<file path="src/rtl/reg4_write_queue.sv">
// Purpose  : queued write stage for a bank of four WIDTH-bit registers; FIFO
//            entries {addr, data} retire one per cycle into a one-hot register load.
// Latency  : request accepted at edge t retires at edge t+1 at the earliest; rdata follows after the retire edge.
// Backpress: in_ready = (count < DEPTH) from registered state only; drain_en low holds the queue.
//
// Ports:
//   clk, rst_n        - clock, asynchronous active-low reset
//   in_valid/in_ready - write request handshake
//   in_addr, in_data  - target register select and write data
//   drain_en          - allow the head entry to retire this cycle
//   raddr, rdata      - combinational register read port
//   count, busy       - queue occupancy, and (count != 0)
//
// Build option:
//   REG4Q_FWD_EN - when defined, rdata returns the youngest queued entry that
//                  targets raddr. Otherwise rdata shows the register bank only.

module reg4_write_queue #(
  parameter int WIDTH = 16,
  parameter int DEPTH = 4
) (
  input  logic                    clk,
  input  logic                    rst_n,
  input  logic                    in_valid,
  output logic                    in_ready,
  input  logic [1:0]              in_addr,
  input  logic [WIDTH-1:0]        in_data,
  input  logic                    drain_en,
  input  logic [1:0]              raddr,
  output logic [WIDTH-1:0]        rdata,
  output logic [$clog2(DEPTH):0]  count,
  output logic                    busy
);

  localparam int PW = $clog2(DEPTH);
  localparam int CW = PW + 1;

  localparam logic [PW-1:0] PTR_ONE  = PW'(1);
  localparam logic [CW-1:0] CNT_ONE  = CW'(1);
  localparam logic [CW-1:0] CNT_FULL = CW'(DEPTH);

  // ---------------------------------------------------------------------------
  // State
  // ---------------------------------------------------------------------------
  logic [1:0]       r_q_addr [DEPTH];
  logic [WIDTH-1:0] r_q_data [DEPTH];
  logic [PW-1:0]    r_wr_ptr;
  logic [PW-1:0]    r_rd_ptr;
  logic [CW-1:0]    r_count;
  logic [WIDTH-1:0] r_bank   [4];

  // ---------------------------------------------------------------------------
  // Handshake and retire decisions
  // ---------------------------------------------------------------------------
  logic             w_in_ready;
  logic             w_push;
  logic             w_pop;
  logic [1:0]       w_head_addr;
  logic [WIDTH-1:0] w_head_data;
  logic [3:0]       w_load;
  logic [WIDTH-1:0] w_bank_rdata;

  // Full blocks the push even if a pop happens on the same edge. This keeps
  // in_ready free of any path from drain_en.
  assign w_in_ready  = (r_count < CNT_FULL);
  assign w_push      = in_valid && w_in_ready;
  assign w_pop       = drain_en && (r_count != '0);

  assign w_head_addr = r_q_addr[r_rd_ptr];
  assign w_head_data = r_q_data[r_rd_ptr];

  // One-hot register load from the head entry's select.
  always_comb begin
    w_load = 4'b0000;
    if (w_pop) begin
      w_load[w_head_addr] = 1'b1;
    end
  end

  // ---------------------------------------------------------------------------
  // FIFO storage. No reset is needed: entries are only observed below r_count.
  // ---------------------------------------------------------------------------
  always_ff @(posedge clk) begin
    if (w_push) begin
      r_q_addr[r_wr_ptr] <= in_addr;
      r_q_data[r_wr_ptr] <= in_data;
    end
  end

  // Pointers wrap naturally because DEPTH is a power of two.
  always_ff @(posedge clk or negedge rst_n) begin
    if (!rst_n) begin
      r_wr_ptr <= '0;
      r_rd_ptr <= '0;
      r_count  <= '0;
    end else begin
      if (w_push) begin
        r_wr_ptr <= r_wr_ptr + PTR_ONE;
      end
      if (w_pop) begin
        r_rd_ptr <= r_rd_ptr + PTR_ONE;
      end
      case ({w_push, w_pop})
        2'b10:   r_count <= r_count + CNT_ONE;
        2'b01:   r_count <= r_count - CNT_ONE;
        default: r_count <= r_count;
      endcase
    end
  end

  // ---------------------------------------------------------------------------
  // Register bank
  // ---------------------------------------------------------------------------
  always_ff @(posedge clk or negedge rst_n) begin
    if (!rst_n) begin
      for (int k = 0; k < 4; k++) begin
        r_bank[k] <= '0;
      end
    end else begin
      for (int k = 0; k < 4; k++) begin
        if (w_load[k]) begin
          r_bank[k] <= w_head_data;
        end
      end
    end
  end

  assign w_bank_rdata = r_bank[raddr];

  // ---------------------------------------------------------------------------
  // Read port
  // ---------------------------------------------------------------------------
`ifdef REG4Q_FWD_EN
  logic             w_fwd_hit;
  logic [WIDTH-1:0] w_fwd_data;
  logic [PW-1:0]    w_fwd_idx;

  // Scan from the oldest entry to the youngest. A later match overrides an
  // earlier one, so the youngest queued write to raddr wins.
  always_comb begin
    w_fwd_hit  = 1'b0;
    w_fwd_data = '0;
    w_fwd_idx  = '0;
    for (int i = 0; i < DEPTH; i++) begin
      w_fwd_idx = r_rd_ptr + PW'(i);
      if ((CW'(i) < r_count) && (r_q_addr[w_fwd_idx] == raddr)) begin
        w_fwd_hit  = 1'b1;
        w_fwd_data = r_q_data[w_fwd_idx];
      end
    end
  end

  assign rdata = w_fwd_hit ? w_fwd_data : w_bank_rdata;
`else
  assign rdata = w_bank_rdata;
`endif

  // ---------------------------------------------------------------------------
  // Status
  // ---------------------------------------------------------------------------
  assign in_ready = w_in_ready;
  assign count    = r_count;
  assign busy     = (r_count != '0);

endmodule
</file>
<file path="config.mk">
export PLATFORM = sky130hd
export DESIGN_NAME = reg4_write_queue
export DESIGN_NICKNAME = d
export VERILOG_FILES = /design/src/rtl/reg4_write_queue.sv
export SDC_FILE = /design/constraint.sdc
export NUM_CORES = 1
export LEC_CHECK = 0
export CORE_MARGIN = 3
export CORE_UTILIZATION = 47
export DETAILED_ROUTE_END_ITERATION = 6
export PLACE_DENSITY_LB_ADDON = 0.3
export SYNTH_ARGS = -nofsm -noshare
export SYNTH_HDL_FRONTEND = slang
export SYNTH_SLANG_ARGS = --single-unit
export TNS_END_PERCENT = 20
</file>
<file path="constraint.sdc">
create_clock -name clk -period 4.4 [get_ports clk]
set_clock_uncertainty 0.1 [all_clocks]
set_input_delay 0.88 -clock clk [delete_from_list [all_inputs] [get_ports clk]]
set_output_delay 0.88 -clock clk [all_outputs]
set_load 0.05 [all_outputs]
</file>
==> flow_summary.ini <==
[placed_design]
gp_congestion = 0.723
dp_cells = 494
dpl_worst_slack_ns = 0.969
io_buffers = 44
dp.final_hpwl_um = 6270

[sta]
setup_tns_ns = 0
hold_slack_ns = 0.400
worst_pin_slew_ns = 1.01
setup_viol = 0
period_share = 0.776
fmax_ghz = 0.293
final_max_slew_viol_count = 0
slew_headroom = 0.326
period_minus_slack_ns = 3.42
hold_viol_final = 0
fin_ws_ns = 0.984
rsz0062_at_grt = no

[finish]
drive_above_1_share = 0.408
nets = 375
n_antenna_cell = 0
stdcell_count = 526
synthToLayoutAreaGrowth_pct = 20.6

[floorplanning]
initial_core_util = 0.483
ios = 45
die_h_um = 118
die_w_um = 118
row_count = 40
coreArea_sq_um = 12100
die_area_sq_um = 13800

[power]
p_comb_frac = 0.342
p_total_mw = 5.49
ir_worst_vdd_mv = 0.384
power_switching_mw = 1.74
p_sw_frac = 0.318
seqPwrFrac = 0.378
clockPowerShare = 0.280
cellPowerDensity_nw_per_um2 = 778
leakage_nw = 2.66
internal_power_mw = 3.74

[cts]
insertion_delay_ns = 0.41
cts_sinks = 143
cts_buffers = 17
cts-root-buf = clkbuf_16
h-tree-depth = 4
hold_buffers = 0
cts_resized = 0
cts_setup_buffers = 0
clkSlewWorstSetupHoldPaths_ns = 0.06
cts_tree = yes
cts_buffer_depth = 2

[setup_path]
required_ns = 3.42
crit_top_cell = buf_4
cp.arrival_ns = 2.44
end_kind = output port
reg2reg_to = r_bank[29]
crit_family = buffers and inverters
crit_fanout = 16
crit_slowest_cell = mux4_2
cp_num_buf_inv = 3
crit_chain = clkdlybuf4s50_1, buf_4, mux4_2, buf_4
r2r_slack_ns = 1.40
ff2ff_path_depth = 4
worst-path-stages = 4
cp_slowest_stage_delay_ns = 0.57
critPathLaunchType = input port
critical_path_class = input port to output port
timing.rr.start = r_rd_ptr[0]

[synth]
synthesis.nets = 320
yosysMostFrequentCell = edfxtp_1
avgSynthCellArea_sq_um = 20.2
ys_seq_elements = 143
yosysSeqAreaShare = 0.673
ys_async_sr_fraction = 0.497
synthTopCellsByCount = edfxtp_1 (72), dfrtp_1 (71), mux2_2 (64)
yosysWarnings = 0
synth_top_area_share = 0.370
synth_flop_cell = edfxtp_1
syn_area_sq_um = 5850
synth.distinct_cells = 25
synthTopCellsByArea = edfxtp_1 (37%), dfrtp_1 (30%), mux2_2 (12%)
synthCells = 290
yosysTopAreaCell = edfxtp_1
synth-edff-count = 72

[route]
routedWlPerCell_um = 19.0
post-route-drc-count = 0
num_vias = 2771
vias_per_cell = 5.27
dr.pass1.iters = 4
ant_nets = 0
drt_iter0_markers = 122
wl_um = 9990

[global_route]
grt_pass1_wl_um = 16400
grt_max_degree = 41
antenna_found_initial = 0
track_usage = 0.156
grt_overflow = 0
grt_pass1_vias = 3018

[hold_path]
hp-start = r_bank[8]
hp-class = flip-flop to flip-flop
min_delay_path_depth = 1
hold-path-endpoint = r_bank[8]

[outcome]
status = completed

[job]
maxCapViolations = 0
==> sequential cells by signal (all words and copies together), names as in the netlist <==
register  cells
r_q_addr      8
r_q_data     64
count         3
r_wr_ptr      2
r_rd_ptr      2
r_bank       64
==> cells in the final DEF, fill, tap and decap left out, drive strengths merged, types with 2 or more instances in the layout <==
| cell type | count |
|---|---|
| nand3 | 2 |
| mux2 | 64 |
| bufinv | 5 |
| inv | 11 |
| and2 | 4 |
| buf | 22 |
| clkbuf | 18 |
| mux4 | 34 |
| ha | 5 |
| edfxtp | 72 |
| xnor2 | 5 |
| dfrtp | 71 |
| clkinvlp | 2 |
| nor3b | 2 |
| clkdlybuf4s50 | 27 |
| clkinv | 4 |
| nand2 | 2 |
==> layer usage <==
layer	routed length [um]	GRT usage	up-vias	share of wire
li1	-	-	1248	-
met1	4370	0.197	1461	0.44
met2	5070	0.255	46	0.51
met3	332	0.0418	16	0.033
met4	213	0.0703	0	0.021
met5	0	0	-	0
==> power by group through the flow <==
stage	Sequential, mW	Clock, mW	Combinational (mW)
global placement	2.09	0	1.85
finish	2.07	1.54	1.88
global route	2.12	1.63	2.01
floorplan	2.06	0	1.44
CTS	2.08	1.56	1.91
detailed placement	2.09	0	1.90
==> worst max path at each step <==
stage	startpoint	to	slack, ns
global placement	raddr[0]	rdata[7]	0.96
detailed placement	raddr[0]	rdata[7]	0.97
global route	raddr[0]	rdata[7]	0.91
CTS	raddr[0]	rdata[7]	0.95
finish	raddr[0]	rdata[7]	0.98
floorplan	raddr[0]	rdata[0]	1.13
==> worst register-to-register path: stages (launching register included) <==
cell and delay (ns):
dfrtp_1 0.51, buf_4 0.36, mux4_2 0.64, nor3b_4 0.85
mux2_2 0.43
==> logic make-up after synthesis <==
kind of cell | Yosys count | synth area share
flops | 143 | 0.673
buf+inv | 21 | 0.0192
fa+ha+maj | 6 | 0.0141
simple gates | 13 | 0.0190
mux | 99 | 0.261
compound gates | 2 | 0.00449
xor+xnor | 6 | 0.00898
==> layout make-up <==
class	count	area, sq um
clock buffer	18	429
timing repair buffer	49	433
sequential	143	3940
inverter	8	30.0
multi-input combinational	126	1800
clock inverter	14	213
tap	168	210
fill	927	5060
==> metrics by stage <==
stage / util / area [sq um]
CTS: 0.582 / 7050
global route: 0.582 / 7050
global placement: 0.529 / 6410
detailed placement: 0.529 / 6410
floorplan: - / 5850
finish: 0.582 / 7050
Power figures use the tool's default switching activity.
==> patch 1 (config.mk and constraints unchanged) <==
Make the reset (`rst_n`) synchronous in 2 clocked blocks. Comments in the files are not updated.
--- a/src/rtl/reg4_write_queue.sv
+++ b/src/rtl/reg4_write_queue.sv
@@ -89,5 +89,5 @@
 
   // Pointers wrap naturally because DEPTH is a power of two.
-  always_ff @(posedge clk or negedge rst_n) begin
+  always_ff @(posedge clk) begin
     if (!rst_n) begin
       r_wr_ptr <= '0;
@@ -112,5 +112,5 @@
   // Register bank
   // ---------------------------------------------------------------------------
-  always_ff @(posedge clk or negedge rst_n) begin
+  always_ff @(posedge clk) begin
     if (!rst_n) begin
       for (int k = 0; k < 4; k++) begin
Behaviour: differs if rst_n is asserted again (counterexample within 4 cycles, from zero or initial values and one cycle with rst_n low); with rst_n held inactive, the same outputs for 4 cycles.
==> patch 1 against the original RTL <==
Wire length decreased by 3.0%. Global-route usage fell by 0.58 points. Design area rose by 1.3%. Setup slack lost 0.027 ns. Area after synthesis is 1.6% higher. Critical endpoint is now rdata[8]. Sequential cell count rose by 2. Count of clock-buffer cells in the layout increased by 1.
Power is not compared: it rests on default switching activity, and its combinational part moved more than twofold at a synthesized area within 25%.
==> patch 1: results (changes against the original RTL) <==
hold_path:
  worstHoldStart: "r_wr_ptr[1]$_SDFFE_PN0P_"
  hold-path-cell-count: 2  # +1
  holdPathEnd: "r_wr_ptr[1]$_SDFFE_PN0P_"
synth:
  synth_xor_xnor_area_share: 0.00737  # -0.00162
  async_reset_ff_frac: 0  # -0.497
  synth_edf_count: 136  # +89%
  synth_nets: 338  # +5.6%
  post_synth_num_cell_types: 27  # +8.0%
  yosysSeqAreaShare: 0.717  # +0.0441
  synth_compound_area_frac: 0.0120  # +0.00751
  synth_common_cells: "edfxtp_1, and2_1, mux4_2"
  synthMuxAreaShare: 0.134  # -0.127
  synth-adder-area-share: 0.0139  # -0.000223
  ys_top_cells_by_area: "edfxtp_1, mux4_2, and2_1"
cells_and_area:
  drive_gt1_frac: 0.228  # -0.180
  n_antenna_cell: 0  # unchanged
  nets: 395  # +5.3%
  reg_top3: "r_bank: 64 flops, r_q_data: 64 flops, r_q_addr: 8 flops"
cts:
  cts-buffers-inserted: 17  # unchanged
  clk_latency_ns: 0.40
  clock_path_buffers: 2  # unchanged
  post_cts_resized: 0  # unchanged
sta:
  slew_headroom: 0.381  # +0.0549
routing:
  wirelength_um: 9690  # -3.0%
  drtIter0Drc: 158  # +30%
  firstDrtPassIters: 5  # +1
  viasPerCell: 5.15  # -2.2%
outcome:
  outcome: "complete, no violations"
global_routing:
  grt_pass1_wl_um: 15900  # -2.6%
  met3_usage: 0.0431  # +0.00126
  grtUsageMet1: 0.200  # +0.00247
  grt_start_max_net_pins: 19  # -54%
  track_usage: 0.150  # -0.00584
  grt_pass1_vias: 2975  # -1.4%
  use_met2: 0.239  # -0.0160
setup_path:
  critPathSlowestCell: "clkdlybuf4s50_1"
  rr_endpoint: "r_bank[1][13]$_SDFFCE_PN0P_"
  reg2reg_slack_ns: 1.89  # +0.49 ns
  crit_family: "buffers and inverters"
  r2r_cells: 3  # -1
  slowest_delay_ns: 0.95  # +0.38 ns
power:
  max-vdd-ir-drop_mv: 0.254
  p_leak_nw: 2.50
placement:
  gp_routability_congestion: 0.805  # +11%
  place.port_buffers: 44  # unchanged
  place_area_sq_um: 6530  # +1.8%
  hpwl_um: 6230  # -0.56%
[patch 1: final cells by class]
| cell class | count | area (sq um) |
|---|---|---|
| Tap cell | 168 | 210 |
| Clock inverter | 13 | 184 |
| Sequential cell | 145 | 4260 |
| Timing Repair Buffer | 52 | 460 |
| Multi-Input combinational cell | 141 | 1560 |
| Fill cell | 935 | 5070 |
| Inverter | 8 | 30.0 |
| Clock buffer | 19 | 433 |
[patch 1: cell families after synthesis]
kind of cell | after synthesis
DFF | 145
and+or+nand+nor | 85
adders and majority gates | 6
muxes | 35
buffers and inverters | 22
AOI/OAI and AO/OA | 10
xor gates and xnor gates | 5
[patch 1: worst max-delay path by stage]
stage	startpoint	endpoint	slack (ns)
floorplan	raddr[0]	rdata[10]	1.32
global placement	raddr[1]	rdata[8]	1.00
detailed placement	raddr[1]	rdata[8]	0.93
CTS	raddr[1]	rdata[8]	0.93
global route	raddr[1]	rdata[4]	0.87
finish	raddr[1]	rdata[8]	0.96
[patch 1: stage by stage]
step                      std cells  hold WS [ns]  worst slack [ns]  utilization
after floorplan                 308         0.428              1.32            -
after global placement          514         0.445              1.00        0.534
after detailed placement        514         0.451             0.931        0.534
after CTS                       546         0.461             0.929        0.585
after global routing            546         0.474             0.868        0.585
final                           546         0.462             0.957        0.585
[patch 1: metal layers]
metal,share of wire,vias to the layer above
li1,-,1309
met1,0.44,1423
met2,0.50,73
met3,0.046,8
met4,0.0091,0
met5,0,-
[patch 1: power breakdown]
| group | internal [mW] | switching [mW] | leakage (nW) |
|---|---|---|---|
| sequential | 1.73 | 0.0770 | 1.40 |
| combinational | 0.364 | 0.547 | 0.803 |
| clock | 0.952 | 0.529 | 0.301 |
| total | 3.04 | 1.15 | 2.50 |
==> patch 2 (same settings) <==
Without the edit above. `DEPTH`: 4 -> 8.
--- a/src/rtl/reg4_write_queue.sv
+++ b/src/rtl/reg4_write_queue.sv
@@ -18,5 +18,5 @@
 module reg4_write_queue #(
   parameter int WIDTH = 16,
-  parameter int DEPTH = 4
+  parameter int DEPTH = 8
 ) (
   input  logic                    clk,
Interface: changed (resized count); port bits go from 45 to 46. No check against the original RTL was run, so the function may have changed too.
==> patch 2 against the original RTL <==
First-iteration DRC count grew 77%. Setup slack got worse by 0.0097 ns. Largest cell class unchanged. Design area grew 47%. Die area increased by 48%. Area after synthesis rose by 50%. Critical path type unchanged. Clock power up 27%. Total power rose by 38%. Sequential cell count rose by 75. Wire length is 63% higher.
==> patch 2: results (changes against the original RTL) <==
synth:
  yosysWarnings: 0  # unchanged
  ys_top_cells_by_area: "edfxtp_1, dfrtp_1, mux4_2"
  yosysSeqAreaShare: 0.702  # +0.0283
  async_reset_ff_frac: 0.339  # -0.157
  post_synth_num_cell_types: 29  # +16%
  synth_common_cells: "edfxtp_1, mux2_2, dfrtp_1"
  synth_nets: 461  # +44%
  synth_edf_count: 144  # +100%
global_routing:
  met3_usage: 0.0278  # -0.0140
  grtUsageMet1: 0.225  # +0.0274
  use_met2: 0.275  # +0.0208
  grt_pass1_vias: 4539  # +50%
  grt_pass1_wl_um: 25700  # +57%
  grt_start_max_net_pins: 45  # +9.8%
  antenna_found_initial: 0  # unchanged
  track_usage: 0.164  # +0.00816
placement:
  gp_routability_congestion: 0.755  # +4.5%
  place.port_buffers: 45  # +2.3%
  place_area_sq_um: 9570  # +49%
  hpwl_um: 10300  # +64%
cells_and_area:
  fillers: 1356  # +46%
  nets: 533  # +42%
  drive_gt1_frac: 0.411  # +0.00293
  multi_input_comb_area_sq_um: 2520  # +40%
  reg_top3: "r_q_data: 128 flops, r_bank: 64 flops, r_q_addr: 16 flops"
cts:
  root_buffer: "clkbuf_16"
  cts-buffers-inserted: 23  # +6
  post_cts_resized: 0  # unchanged
  clock_path_buffers: 3  # +1
  clk_latency_ns: 0.51  # +0.10 ns
  htreeDepth: 1  # -3
setup_path:
  critPathSlowestCell: "mux4_2"
  path_max_fanout: 16  # unchanged
  slowest_delay_ns: 0.57  # about the same
power:
  p_leak_nw: 3.69  # +39%
  max-vdd-ir-drop_mv: 0.358  # -6.7%
routing:
  drtIter0Drc: 216  # +77%
  wl_per_cell_um: 21.7  # +14%
  vias: 4211  # +52%
outcome:
  outcome: "complete, no violations"
sta:
  worst_slew_pin_slew_ns: 1.02  # +0.0106 ns
hold_path:
  min_path_type: "reg2reg"
-- patch 2: cells by family (layout without fill, tap and decap cells) --
family	count (synthesis)	after routing	share of synthesized area
adders and majority gates	5	5	0.00711
xor gates and xnor gates	10	10	0.00995
muxes	138	138	0.240
and+or+nand+nor	31	31	0.0186
buffers and inverters	22	111	0.0135
DFF	218	218	0.702
AOI/OAI and AO/OA	8	8	0.00938
-- patch 2: final timing paths --
kind	startpoint	endpoint	slack [ns]	depth (start not counted)
worst max-delay path	raddr[0]	rdata[0]	0.97	4
worst min-delay path	r_bank[49]$_DFFE_PN0P_	r_bank[49]$_DFFE_PN0P_	0.39	1
worst max register to register	r_rd_ptr[1]$_DFFE_PN0P_	r_bank[42]$_DFFE_PN0P_	1.38	4
worst min register to register	r_bank[49]$_DFFE_PN0P_	r_bank[49]$_DFFE_PN0P_	0.39	1
max in group asynchronous	rst_n	r_bank[12]$_DFFE_PN0P_	2.93	2
min in group asynchronous	rst_n	count[3]$_DFFE_PN0P_	0.42	1
-- patch 2: critical path, delay by kind of cell --
family | cells | cell delay, ns
buffers and inverters | 3 | 0.99
muxes | 1 | 0.57
-- patch 2: layout make-up --
cell class                 instances  share of cell area
clock buffer                      25              0.0564
tap                              229              0.0277
inverter                           3             0.00109
timing repair buffer              66              0.0557
clock inverter                    17              0.0182
sequential                       218               0.597
multi-input combinational        192               0.244
-- patch 2: through the flow --
stage,hold slack (ns),utilization,worst slack (ns),power (mW),cells
6_report,0.388,0.568,0.975,7.60,750
5_1_grt,0.409,0.568,0.915,7.99,750
4_1_cts,0.391,0.568,0.953,7.69,750
3_5_place_dp,0.378,0.526,0.964,5.72,708
3_3_place_gp,0.364,0.526,0.996,5.61,708
2_1_floorplan,0.353,-,1.08,4.97,432
-- patch 2: metal layers --
metal | vias up | routed length, um
met2 | 87 | 8190
met4 | 0 | 360
li1 | 1870 | -
met1 | 2227 | 7120
met5 | - | 0
met3 | 27 | 604
-- patch 2: where the power goes --
group / total, mW / internal, mW / switching, mW
combinational: 2.63 / 1.29 / 1.34
sequential: 3.02 / 2.69 / 0.334
clock: 1.95 / 1.19 / 0.754
total: 7.60 / 5.17 / 2.43
